### src/rtl/uart_baud_ctrl_if.sv
// Host/engine-facing signal bundle for the UART baud controller.
// master drives the requests and enables; slave is the controller's own view.
interface uart_baud_ctrl_if;
  localparam int unsigned CODE_W = 4;
  localparam int unsigned DIV_W  = 19;

  logic [CODE_W-1:0] baud;
  logic              baud_wr;
  logic              tx_en;
  logic              rx_en;
  logic              rx_sync;
  logic              tx_tick;
  logic              rx_tick;
  logic [CODE_W-1:0] baud_cur;
  logic [DIV_W-1:0]  divisor;
  logic              cfg_pend;
  logic              cfg_ack;

  modport master (
    output baud, baud_wr, tx_en, rx_en, rx_sync,
    input  tx_tick, rx_tick, baud_cur, divisor, cfg_pend, cfg_ack
  );

  modport slave (
    input  baud, baud_wr, tx_en, rx_en, rx_sync,
    output tx_tick, rx_tick, baud_cur, divisor, cfg_pend, cfg_ack
  );
endinterface

### src/rtl/uart_baud_ctrl.sv
// Baud-rate controller: holds the active divisor, defers host baud changes until
// TX and RX are both idle, and generates the TX bit tick and RX mid-bit tick.
module uart_baud_ctrl #(
  parameter logic [3:0] RESET_BAUD = 4'b0100
) (
  input  logic            clk,
  input  logic            reset,
  uart_baud_ctrl_if.slave bus
);
  localparam int unsigned CODE_W = 4;
  localparam int unsigned DIV_W  = 19;

  typedef enum logic [1:0] {
    IDLE  = 2'd0,
    PEND  = 2'd1,
    APPLY = 2'd2
  } cfg_state_t;

  // Baud code to clock divisor for a 100 MHz clock; unused codes fall back to the slowest rate.
  function automatic logic [DIV_W-1:0] div_lut(input logic [CODE_W-1:0] code);
    case (code)
      4'd0:    div_lut = DIV_W'(333333);
      4'd1:    div_lut = DIV_W'(83333);
      4'd2:    div_lut = DIV_W'(41667);
      4'd3:    div_lut = DIV_W'(20833);
      4'd4:    div_lut = DIV_W'(10417);
      4'd5:    div_lut = DIV_W'(5208);
      4'd6:    div_lut = DIV_W'(2604);
      4'd7:    div_lut = DIV_W'(1736);
      4'd8:    div_lut = DIV_W'(868);
      4'd9:    div_lut = DIV_W'(434);
      4'd10:   div_lut = DIV_W'(217);
      4'd11:   div_lut = DIV_W'(109);
      default: div_lut = DIV_W'(333333);
    endcase
  endfunction

  cfg_state_t        state;
  logic [CODE_W-1:0] pend_code;
  logic [DIV_W-1:0]  pend_div;
  logic [CODE_W-1:0] baud_cur;
  logic [DIV_W-1:0]  divisor;
  logic              cfg_pend;
  logic              cfg_ack;

  logic [DIV_W-1:0]  tx_cnt;
  logic              tx_run;
  logic              tx_tick;
  logic [DIV_W-1:0]  rx_cnt;
  logic              rx_run;
  logic              rx_first;
  logic              rx_tick;

  logic [DIV_W-1:0]  period_last;
  logic [DIV_W-1:0]  half_last;
  logic [DIV_W-1:0]  rx_target;
  logic              both_idle;

  assign pend_div    = div_lut(pend_code);
  assign period_last = divisor - DIV_W'(1);
  assign half_last   = (divisor >> 1) - DIV_W'(1);
  assign rx_target   = rx_first ? half_last : period_last;
  assign both_idle   = !bus.tx_en && !bus.rx_en;

  // Config FSM: capture requests, wait for both engines idle, then commit.
  always_ff @(posedge clk) begin
    if (reset) begin
      state     <= IDLE;
      pend_code <= RESET_BAUD;
      baud_cur  <= RESET_BAUD;
      divisor   <= div_lut(RESET_BAUD);
      cfg_pend  <= 1'b0;
      cfg_ack   <= 1'b0;
    end else begin
      cfg_ack <= 1'b0;
      unique case (state)
        IDLE: begin
          if (bus.baud_wr) begin
            pend_code <= bus.baud;
            state     <= PEND;
            cfg_pend  <= 1'b1;
          end
        end
        PEND: begin
          if (bus.baud_wr) begin
            pend_code <= bus.baud;
          end else if (both_idle) begin
            state    <= APPLY;
            cfg_pend <= 1'b0;
          end
        end
        APPLY: begin
          baud_cur <= pend_code;
          divisor  <= pend_div;
          cfg_ack  <= 1'b1;
          if (bus.baud_wr) begin
            pend_code <= bus.baud;
            state     <= PEND;
            cfg_pend  <= 1'b1;
          end else begin
            state <= IDLE;
          end
        end
        default: begin
          state    <= IDLE;
          cfg_pend <= 1'b0;
        end
      endcase
    end
  end

  // TX bit-period counter; the enable's first sampled cycle only arms the counter,
  // so ticks land exactly D, 2D, ... edges after the enable is first seen.
  always_ff @(posedge clk) begin
    if (reset || !bus.tx_en) begin
      tx_cnt  <= '0;
      tx_run  <= 1'b0;
      tx_tick <= 1'b0;
    end else begin
      tx_run  <= 1'b1;
      tx_tick <= 1'b0;
      if (tx_run) begin
        if (tx_cnt == period_last) begin
          tx_cnt  <= '0;
          tx_tick <= 1'b1;
        end else begin
          tx_cnt <= tx_cnt + DIV_W'(1);
        end
      end
    end
  end

  // RX sampling counter: half period to the first bit centre, full periods after.
  // A sync restarts the phase but never suppresses a tick due on the same edge.
  always_ff @(posedge clk) begin
    if (reset || !bus.rx_en) begin
      rx_cnt   <= '0;
      rx_run   <= 1'b0;
      rx_first <= 1'b1;
      rx_tick  <= 1'b0;
    end else begin
      rx_run  <= 1'b1;
      rx_tick <= rx_run && (rx_cnt == rx_target);
      if (bus.rx_sync || !rx_run) begin
        rx_cnt   <= '0;
        rx_first <= 1'b1;
      end else if (rx_cnt == rx_target) begin
        rx_cnt   <= '0;
        rx_first <= 1'b0;
      end else begin
        rx_cnt <= rx_cnt + DIV_W'(1);
      end
    end
  end

  assign bus.tx_tick  = tx_tick;
  assign bus.rx_tick  = rx_tick;
  assign bus.baud_cur = baud_cur;
  assign bus.divisor  = divisor;
  assign bus.cfg_pend = cfg_pend;
  assign bus.cfg_ack  = cfg_ack;

endmodule
### src/flat_wrapper.sv
// flat-port wrapper written by rule: the top's interface ports become plain ports
module uart_baud_ctrl_flat 
#(
  parameter logic [3:0] RESET_BAUD = 4'b0100
)
  (clk, reset, bus_baud, bus_baud_wr, bus_tx_en, bus_rx_en, bus_rx_sync, bus_tx_tick, bus_rx_tick, bus_baud_cur, bus_divisor, bus_cfg_pend, bus_cfg_ack);
  uart_baud_ctrl_if bus_i ();
  input  logic clk;
  input  logic reset;
  input wire logic [$bits(bus_i.baud)-1:0] bus_baud;
  input wire logic [$bits(bus_i.baud_wr)-1:0] bus_baud_wr;
  input wire logic [$bits(bus_i.tx_en)-1:0] bus_tx_en;
  input wire logic [$bits(bus_i.rx_en)-1:0] bus_rx_en;
  input wire logic [$bits(bus_i.rx_sync)-1:0] bus_rx_sync;
  output wire logic [$bits(bus_i.tx_tick)-1:0] bus_tx_tick;
  output wire logic [$bits(bus_i.rx_tick)-1:0] bus_rx_tick;
  output wire logic [$bits(bus_i.baud_cur)-1:0] bus_baud_cur;
  output wire logic [$bits(bus_i.divisor)-1:0] bus_divisor;
  output wire logic [$bits(bus_i.cfg_pend)-1:0] bus_cfg_pend;
  output wire logic [$bits(bus_i.cfg_ack)-1:0] bus_cfg_ack;
  assign bus_i.baud = bus_baud;
  assign bus_i.baud_wr = bus_baud_wr;
  assign bus_i.tx_en = bus_tx_en;
  assign bus_i.rx_en = bus_rx_en;
  assign bus_i.rx_sync = bus_rx_sync;
  assign bus_tx_tick = bus_i.tx_tick;
  assign bus_rx_tick = bus_i.rx_tick;
  assign bus_baud_cur = bus_i.baud_cur;
  assign bus_divisor = bus_i.divisor;
  assign bus_cfg_pend = bus_i.cfg_pend;
  assign bus_cfg_ack = bus_i.cfg_ack;
  uart_baud_ctrl #(.RESET_BAUD(RESET_BAUD)) u_core (.clk(clk), .reset(reset), .bus(bus_i));
endmodule
### config.mk
export PLATFORM = sky130hd
export DESIGN_NAME = uart_baud_ctrl_flat
export DESIGN_NICKNAME = d
export VERILOG_FILES = /design/src/rtl/uart_baud_ctrl_if.sv /design/src/rtl/uart_baud_ctrl.sv /design/src/flat_wrapper.sv
export SDC_FILE = /design/constraint.sdc
export NUM_CORES = 1
export LEC_CHECK = 0
export CAP_MARGIN = 40
export CORE_ASPECT_RATIO = 1.2
export CORE_MARGIN = 2
export CORE_UTILIZATION = 53
export DETAILED_ROUTE_END_ITERATION = 8
export PLACE_DENSITY_LB_ADDON = 0.12
export SLEW_MARGIN = 15
export SYNTH_ARGS = -nofsm -noshare
export SYNTH_HDL_FRONTEND = slang
export SYNTH_SLANG_ARGS = --single-unit
### constraint.sdc
create_clock -name clk -period 2.85 [get_ports clk]
set_input_delay 0.4275 -clock clk [delete_from_list [all_inputs] [get_ports clk]]
set_output_delay 0.4275 -clock clk [all_outputs]
set_load 0.02 [all_outputs]
==> results.tsv, run 1 <==
metric	value	unit
Worst slew margin	43.6	%
Ports	37	
wire per inst	17.3	um
drt drc	0	
Layout fillers	759	
drt pass-1 iters	5	
Final Setup Violations	0	
P&R area growth vs syn	26.9	%
Synth cell types	67	
minimum clock period	2.84	ns
DPL Wire Length	10.8	mm
Yosys reg bits	73	
initial DRC count	333	
total power	2.02	mW
RSZ-0062 raised after global routing	true	
clk_skew	0.00864	ns
Final GP Congestion	1.00	
first-pass GRT wire length	23.1	mm
Starting Density	54.5	%
Switching Fraction	23.4	%
max_cap viols	0	
placed insts	814	
Comb pwr share	7.5	%
Commonest cells post-synth	nor2_1, dfxtp_1, xnor2_1	
Seq/Total Area, Yosys	29.5	%
Reg power frac	51.9	%
Sink Count	73	
cell area power density	323	nW/um^2
Worst Setup Start Kind	flop	
fmax	352	MHz
Crit path max-delay family	simple AND/OR/NAND/NOR gates	
CTS tree	done	
VDD IR max	0.264	mV
die area	10100	sq um
Bufs on Longest Clock Path	2	
Worst-Skew Late Latency	0.36	ns
top_reg_cell synth	dfxtp_1	
slowest cell delay on critical path	0.54	ns
cell count after synthesis	635	
top-area cell type share of the netlist area	29.5	%
row count	38	
Root Driver	clkbuf_8	
vias after detailed routing	4879	
routed wire length	14.4	mm
largest net degree at the start of global routing	31	
Final #Nets	729	
CP Data Arrival Time	3.09	ns
Die Y	110	um
Post-Synth XOR/XNOR Area	18.3	%
status	finished clean	
fraction of registers with async set/reset	0	%
period utilization	99.7	%
Core Region	9080	sq um
Vias/cell	5.84	
Syn Nets	653	
worst-path fanout max	19	
initial antenna violation count	0	
non-filler cells, final	835	
Die Wd	92.2	um
Psw	0.474	mW
H-tree depth	3	
Pint	1.55	mW
main combinational cell family by area after synthesis	simple AND/OR/NAND/NOR gates	
CTS buffer count	9	
final hold vios	0	
clock slew at reported path FFs	0.07	ns
Worst Setup End Kind	flop	
GRT overflow	0	
Synth Area in Simple Gates	31.3	%
cell taking the most area after synthesis	dfxtp_1	
diode count	0	
post-route ant nets	0	
post-synthesis compound-gate area fraction	10.9	%
mux cell area share after synthesis	2.88	%
adder-cell area share of the yosys netlist	2.02	%
Critical Path RT	3.10	ns
worst-path cell chain	inv_2, ha_4, or4b_4, or4_4, xnor2_2, o2111ai_1, nor4b_2, nand4_1, nor2_4, buf_12, nor3_1	
Post-synth EDFFs	0	
IO Port Bufs	35	
top cells by area, synth	dfxtp_1, xnor2_1, xor2_1, nor2_1, nor3_1	
static leakage	2.27	nW
cts hold-fix bufs	0	
worst path bufs/invs	2	
HP Class	reg -> reg	
count leader, synth	nor2_1	
Slew Limit Fails	0	
Worst-Margin Slew	0.844	ns
critical path's slowest cell	or4b_4	
all-layer global routing usage	29.2	%
share of post-route cells with drive strength above 1	19.6	%
post-place setup slack	-0.197	ns
critical path class	reg -> reg	
vias in the first global route	4602	
synthesized cell area	4950	sq um
Clk network pwr share	40.6	%
Yosys warning count	0	
Synth Area per Inst	7.79	sq um
Setup WS post-layout	0.00822	ns
[cells by family (layout without fill, tap and decap cells)]
logic type / count (synthesis) / count (layout)
compound gates: 80 / 80
xor+xnor: 101 / 101
fa+ha+maj: 8 / 8
buf+inv: 61 / 141
flops: 73 / 73
mux: 14 / 14
other cells: 1 / 1
simple gates: 297 / 297
[area by class of cell]
class	instances	area, sq um	share of cell area (%)
inverters	14	52.6	0.837
multi-input cells	501	3410	54.4
flip-flops and latches	73	1470	23.4
clock inverters	2	37.5	0.598
well taps	120	150	2.39
clock buffers	13	159	2.53
repair buffers	112	991	15.8
[registers in the layout (all words and copies together), names as in the netlist]
name and cells:
u_core.bus.rx_tick 1, u_core.bus.divisor 18, u_core.pend_code 4, u_core.tx_run 1, u_core.bus.tx_tick 1, u_core.rx_cnt 19
u_core.rx_first 1, u_core.bus.cfg_ack 1, u_core.bus.cfg_pend 1, u_core.rx_run 1, u_core.bus.baud_cur 4, u_core.state 2
u_core.tx_cnt 19
[metrics by stage]
step	instance area (sq um)	hold WS [ns]	utilization (%)	setup TNS, ns
finish	6270	0.462	69.1	0
floorplan	5020	0.453	-	-0.441
detailed placement	5860	0.449	64.5	-4.90
global placement	5860	0.445	64.5	-3.99
CTS	6200	0.462	68.3	0
global route	6270	0.502	69.1	-4.11
[layer usage]
layer	vias up	part of all wire [%]	GRT usage (%)
met5	-	0	0
met4	0	5.7	18.8
met3	62	4.9	3.77
met2	177	47	48.8
met1	2276	42	35.7
li1	2364	-	-
[cell usage in the layout (no fill, tap or decap), types with 3 or more instances in the layout]
cell type and count:
a211o_1 4, nand3b_1 3, nor3b_1 5, buf_4 73, nand2b_1 11, and3_1 9, xnor2_1 57, clkbuf_8 11
o21ai_0 11, or4_1 3, nor2b_1 10, dfxtp_1 70, nand4_1 12, nand2_1 46, nor3_1 34, buf_12 3
clkdlybuf4s50_1 35, nor4_2 9, inv_1 12, mux2i_1 12, nor4_1 9, or2_2 6, o221ai_1 3, a211oi_1 4
or3_1 6, a21oi_1 27, a22oi_1 3, ha_1 6, xor2_1 40, or4_4 6, xnor2_2 3, nor2_1 79
o211ai_1 4, nand3_1 26, nor4b_1 4
[power by group through the flow]
stage	combinational (mW)	clock, mW	sequential (mW)
floorplan	0.0932	0	1.07
global placement	0.137	0	1.07
detailed placement	0.138	0	1.07
CTS	0.149	0.833	1.05
global route	0.166	0.876	1.05
finish	0.151	0.822	1.05
[repair_timing]
action | 4_1_cts | 5_1_grt
endpoints found under the setup margin | 40 | 40
gates cloned | 1 | 0
pin swaps | 6 | 8
setup buffers | 4 | 2
resized for setup | 17 | 10
[path summary, 6_finish.rpt]
path	start	to	slack, ns	cells past startpoint
min reg2reg	u_core.bus.baud_cur[1]	u_core.bus.baud_cur[1]	0.46	2
min	u_core.bus.baud_cur[1]	u_core.bus.baud_cur[1]	0.46	2
max reg2reg	u_core.bus.divisor[2]	u_core.rx_cnt[14]	0.008	11
max	u_core.bus.divisor[2]	u_core.rx_cnt[14]	0.008	11
[worst register-to-register path: cells and delay by family, from the launching register on]
kind | cells | cell delay (ns)
AO/OA/AOI/OAI | 1 | 0.15
adder cells (fa/ha/maj) | 1 | 0.13
XOR/XNOR | 1 | 0.19
buffers and inverters | 2 | 0.22
flip-flops | 1 | 0.34
AND/OR/NAND/NOR | 6 | 1.70
No activity file was read; power rests on OpenSTA's default activity.
==> run 2: changes to the inputs <==
ABC_AREA = 1   (was default)
==> run 2 against run 1 <==
- sequential share of layout area is 1.8 points higher
- combinational power fell by 11%
- wire length rose by 8.1%
- flip-flop and latch count unchanged
- clock skew decreased by 0.0018 ns
- synthesized area rose by 2.3%
- largest power group is now clock
- synthesized cell count up 29%
- via count up 11%
- first-iteration DRC count up 59%
- total power rose by 15%
- critical path type unchanged
- die area rose by 2.2%
- non-clock buffer count fell by 71
- highest routed layer unchanged
==> results.tsv, run 2 <==
metric	value	unit
Fin Setup TNS	0	ns
Bufs on Longest Clock Path	2	
static leakage	2.45	nW
vias in the first global route	5112	
slowest cell delay on critical path	0.35	ns
drt pass-1 iters	6	
Reg area	1460	sq um
Ports	37	
Worst Setup End Kind	flop	
Vias/cell	5.56	
fraction of registers with async set/reset	0	%
Seq/Total Area, Yosys	28.9	%
Final Setup Violations	0	
cts hold-fix bufs	0	
commonest non-fill, non-tap cell in the layout	nand2_1	
H-tree depth	3	
Slew Limit Fails	0	
clock slew at reported path FFs	0.06	ns
area of the multi-input gates	3100	sq um
DPL Wire Length	12.3	mm
cell taking the most area after synthesis	dfxtp_1	
post-route ant nets	0	
HP Class	reg -> reg	
Final #Nets	869	
Final GP Congestion	1.05	
CTS buffer count	9	
Syn Nets	835	
Post-synth EDFFs	0	
P&R area growth vs syn	14.5	%
Sink Count	73	
routed wire length	15.6	mm
Yosys warning count	0	
initial antenna violation count	0	
vias after detailed routing	5440	
Largest regs	u_core.rx_cnt (19), u_core.tx_cnt (19), u_core.bus.divisor (18)	
total power	2.33	mW
largest net degree at the start of global routing	26	
CP Data Arrival Time	2.84	ns
cell count after synthesis	817	
die area	10300	sq um
Synth cell types	40	
Worst-Skew Late Latency	0.35	ns
synthesized cell area	5060	sq um
first-pass GRT wire length	25.4	mm
Commonest cells post-synth	nand2_1, nand3_1, inv_1	
Synth Area per Inst	6.19	sq um
wire per inst	15.9	um
top cells by area, synth	dfxtp_1, nand2_1, nand3_1, inv_1, nor2_1	
Core Region	9420	sq um
IO Port Bufs	35	
Yosys reg bits	73	
GRT overflow	0	
critical path class	reg -> reg	
Worst Setup Start Kind	flop	
setup repair bufs after CTS	0	
Root Driver	clkbuf_16	
initial DRC count	531	
cell area power density	402	nW/um^2
critical path's slowest cell	dfxtp_1	
max_cap viols	0	
commonest non-fill, non-tap cells in the layout	nand2_1, nand3_1, inv_1, nor2_1, dfxtp_1	
status	finished clean	
drt drc	0	
minimum clock period	2.60	ns
worst-path fanout max	19	
period utilization	91.3	%
Starting Density	53.7	%
Layout fillers	929	
Die Y	111	um
fmax	384	MHz
VDD IR max	0.273	mV
Worst-Margin Slew	0.493	ns
row count	39	
top_reg_cell synth	dfxtp_1	
diode count	0	
clk_skew	0.00682	ns
share of post-route cells with drive strength above 1	6.78	%
worst-path cell chain	inv_1, ha_1, inv_1, nor2_1, nand3_1, nor2_1, nand2_1, nand3_1, nand2_1, nand2_1, nand2_1, nor2_1, nand2_1, nor2_1, nand2_1, nand2_4, nor2_1	
RSZ-0062 raised after global routing	false	
Die Wd	93.2	um
all-layer global routing usage	31.3	%
CTS tree	done	
top-area cell type share of the netlist area	28.9	%
final hold vios	0	
Worst slew margin	66.9	%
Critical Path RT	3.08	ns
most used cell, CP	nand2_1	
hold_ws	0.427	ns
count leader, synth	nand2_1	
-- run 2: changes by cell type after synthesis, moves of 19 or more --
cell      previous run  this run
clkbuf_1            34         9
inv_1               14       103
nand2_1             46       232
nand3_1             27       112
nor2_2               0        19
nor3_1              36        13
xnor2_1             59         3
-- run 2: layout make-up --
type                    instances  share of cell area (%)
clock buffers                  10                    3.95
clock inverters                 5                   0.993
inverters                     107                    6.93
multi-input cells             619                    53.4
flip-flops and latches         73                    25.2
well taps                     123                    2.66
repair buffers                 41                    6.82
-- run 2: critical path: cells and delay by family (launching register included) --
| kind | cells | cell delay [ns] |
|---|---|---|
| and+or+nand+nor | 14 | 1.61 |
| DFF | 1 | 0.35 |
| adders and majority gates | 1 | 0.29 |
| buffers and inverters | 2 | 0.23 |
-- run 2: metrics by stage --
step / cell area [sq um] / setup slack (ns) / util (%) / std cells
6_report: 5790 / 0.247 / 61.5 / 978
5_1_grt: 5790 / 0.0360 / 61.5 / 978
4_1_cts: 5790 / 0.218 / 61.4 / 978
3_5_place_dp: 5500 / 0.252 / 58.4 / 963
3_3_place_gp: 5500 / 0.303 / 58.4 / 963
2_1_floorplan: 5060 / 0.556 / - / 817
-- run 2: kinds of logic (layout without fill, tap and decap cells) --
group / after synthesis / after routing / synth area share [%]
xor+xnor: 35 / 35 / 6.33
flops: 73 / 73 / 28.9
other cells: 1 / 1 / 0.0741
compound gates: 70 / 70 / 7.99
fa+ha+maj: 8 / 8 / 1.98
buf+inv: 125 / 163 / 10.1
simple gates: 505 / 505 / 44.7
-- run 2: where the power goes --
group | total [mW] | switching, mW | internal (mW)
sequential | 1.05 | 0.0205 | 1.03
clock | 1.14 | 0.469 | 0.673
combinational | 0.134 | 0.0859 | 0.0482
total | 2.33 | 0.576 | 1.75
-- run 2: layer usage --
layer	GRT usage [%]	vias to the layer above	share of wire [%]
li1	-	2694	-
met1	38.2	2450	41
met2	51.9	234	47
met3	4.49	62	6.6
met4	18.2	0	5.4
met5	0	-	0
-- run 2: repair_timing --
action                                 CTS  global route
endpoints found under the hold margin    0             0
resized for setup                        0             1
setup endpoints to repair                0             5
-- run 2: worst paths after layout --
path                          from                to  slack, ns  cells past startpoint
max          u_core.bus.divisor[2]  u_core.rx_cnt[0]       0.25                     17
min                u_core.state[1]   u_core.state[1]       0.43                      1
max reg2reg  u_core.bus.divisor[2]  u_core.rx_cnt[0]       0.25                     17
min reg2reg        u_core.state[1]   u_core.state[1]       0.43                      1
==> run 3: changes to the inputs <==
TNS_END_PERCENT = 5   (was default)
==> results of run 3 <==
The final DEF is identical to that of run 2; final timing and power are the same.
==> RTL edit (flow settings as in run 1) <==
`CODE_W` is set to 4 in 2 places; all go to 6.
--- a/src/rtl/uart_baud_ctrl_if.sv
+++ b/src/rtl/uart_baud_ctrl_if.sv
@@ -2,5 +2,5 @@
 // master drives the requests and enables; slave is the controller's own view.
 interface uart_baud_ctrl_if;
-  localparam int unsigned CODE_W = 4;
+  localparam int unsigned CODE_W = 6;
   localparam int unsigned DIV_W  = 19;
 
--- a/src/rtl/uart_baud_ctrl.sv
+++ b/src/rtl/uart_baud_ctrl.sv
@@ -8,5 +8,5 @@
   uart_baud_ctrl_if.slave bus
 );
-  localparam int unsigned CODE_W = 4;
+  localparam int unsigned CODE_W = 6;
   localparam int unsigned DIV_W  = 19;
 
Interface: changed (resized bus_baud and bus_baud_cur); port bits go from 37 to 41. The function was not compared with the original's and may differ.
==> RTL edit against run 1 <==
Worst setup slack better by 0.15 ns. Synthesized area up 11%. Final area up 5.6%. Wire length up 0.20%. Highest routed layer unchanged. Critical path depth down 2. Clock power up 61%. First-iteration DRC count up 22%. Sequential cell count up 22. Power up 42%. Count of clock-buffer cells in the layout down 2.
==> RTL edit: results <==
[critical_path]
startpoint = "u_core.bus.divisor[5]"
cp.arrival_ns = 2.90
crit_slowest_cell = "or3_4"
cpPeakStageDelay_ns = 0.42

[clocking]
cts-resized-gates = 0
clk_pin_slew_ns = 0.07
clock_path_buffers = 2
cts_root_buf = "clkbuf_16"
htreeDepth = 3
clk_latency_ns = 0.34
cts_setup_buffers = 0

[power_and_ir_drop]
p_clk_share_pct = 45.9
power_density_nw_per_um2 = 433.6
leakage_nw = 2.400
ir_drop_mv = 0.3641
p_sw_share_pct = 22.04
p_seq_mw = 1.39

[routing]
wl_met1_um = 6034
drt_iter0_markers = 406
route.met3.wl_um = 651
first_pass_iters = 5
wl_per_cell_um = 17.59
vias_per_cell = 5.788
wl_met2_um = 7357
num_vias = 4758

[synthesis]
yosysMostFrequentCell = "dfxtp_1"
syn_inst = 640
synth_nets = 660
ys_seq_area_share_pct = 34.64
yosys.cell_types.count = 65
async_flop_share_pct = 0
synthTopCellsByArea = "dfxtp_1 (35%), xnor2_1 (9.4%), xor2_1 (8.8%), nor2_1 (4.7%), nand2_1 (3.6%)"
yosysWarnings = 0
netlist_top_cells_count = "dfxtp_1 (95), nor2_1 (69), xnor2_1 (59), xor2_1 (55), nand2_1 (52)"

[final_layout]
final_nets = 711
n_antenna_cell = 0
drive_above_1_share_pct = 15.95

[run_status]
outcome = "complete, no violations"

[worst_hold_path]
hp-class = "reg2reg"
hold_start = "u_core.rx_run"

[placement]
numPortBuffers = 39
dp_cells = 801
dp_hpwl_um = 11000
placed_cell_area_um2 = 6131
place_congestion = 0.9325
post-place-ws_ns = 0.05007

[global_route]
track_usage_pct = 25.98
grt_util_met2_pct = 46.30
globalRouteMet1Util_pct = 31.36
grt_pass1_wl_um = 23400
grt_pass1_vias = 4609
grt_util_met3_pct = 5.187
grt_max_degree = 28

[sta]
finalClockSkew_ns = 0.008589
worstMarginPinSlew_ns = 0.8251
==> RTL edit: cell families (layout without fill, tap and decap cells) <==
logic type,Yosys count,in the layout,synth area share (%)
compound gates,82,82,10.39
xor+xnor,115,115,18.60
fa+ha+maj,8,8,1.823
buf+inv,60,116,5.264
flops,95,95,34.64
mux,13,13,2.416
other cells,1,1,0.06830
simple gates,266,266,26.80
==> RTL edit: area by class of cell <==
cell class | count | area [um^2]
multi-input combinational | 485 | 3423
sequential | 95 | 1908
timing repair buffer | 83 | 745.7
clock buffer | 11 | 242.7
inverter | 17 | 63.81
fill | 853 | 3431
clock inverter | 5 | 87.58
tap | 126 | 157.7
==> RTL edit: path summary, 6_finish.rpt <==
check,to,slack (ns),cells past startpoint
setup / recovery,u_core.rx_cnt[4],0.15,9
hold / removal,u_core.bus.rx_tick,0.44,2
hold reg to reg,u_core.bus.rx_tick,0.44,2
setup reg to reg,u_core.rx_cnt[4],0.15,9
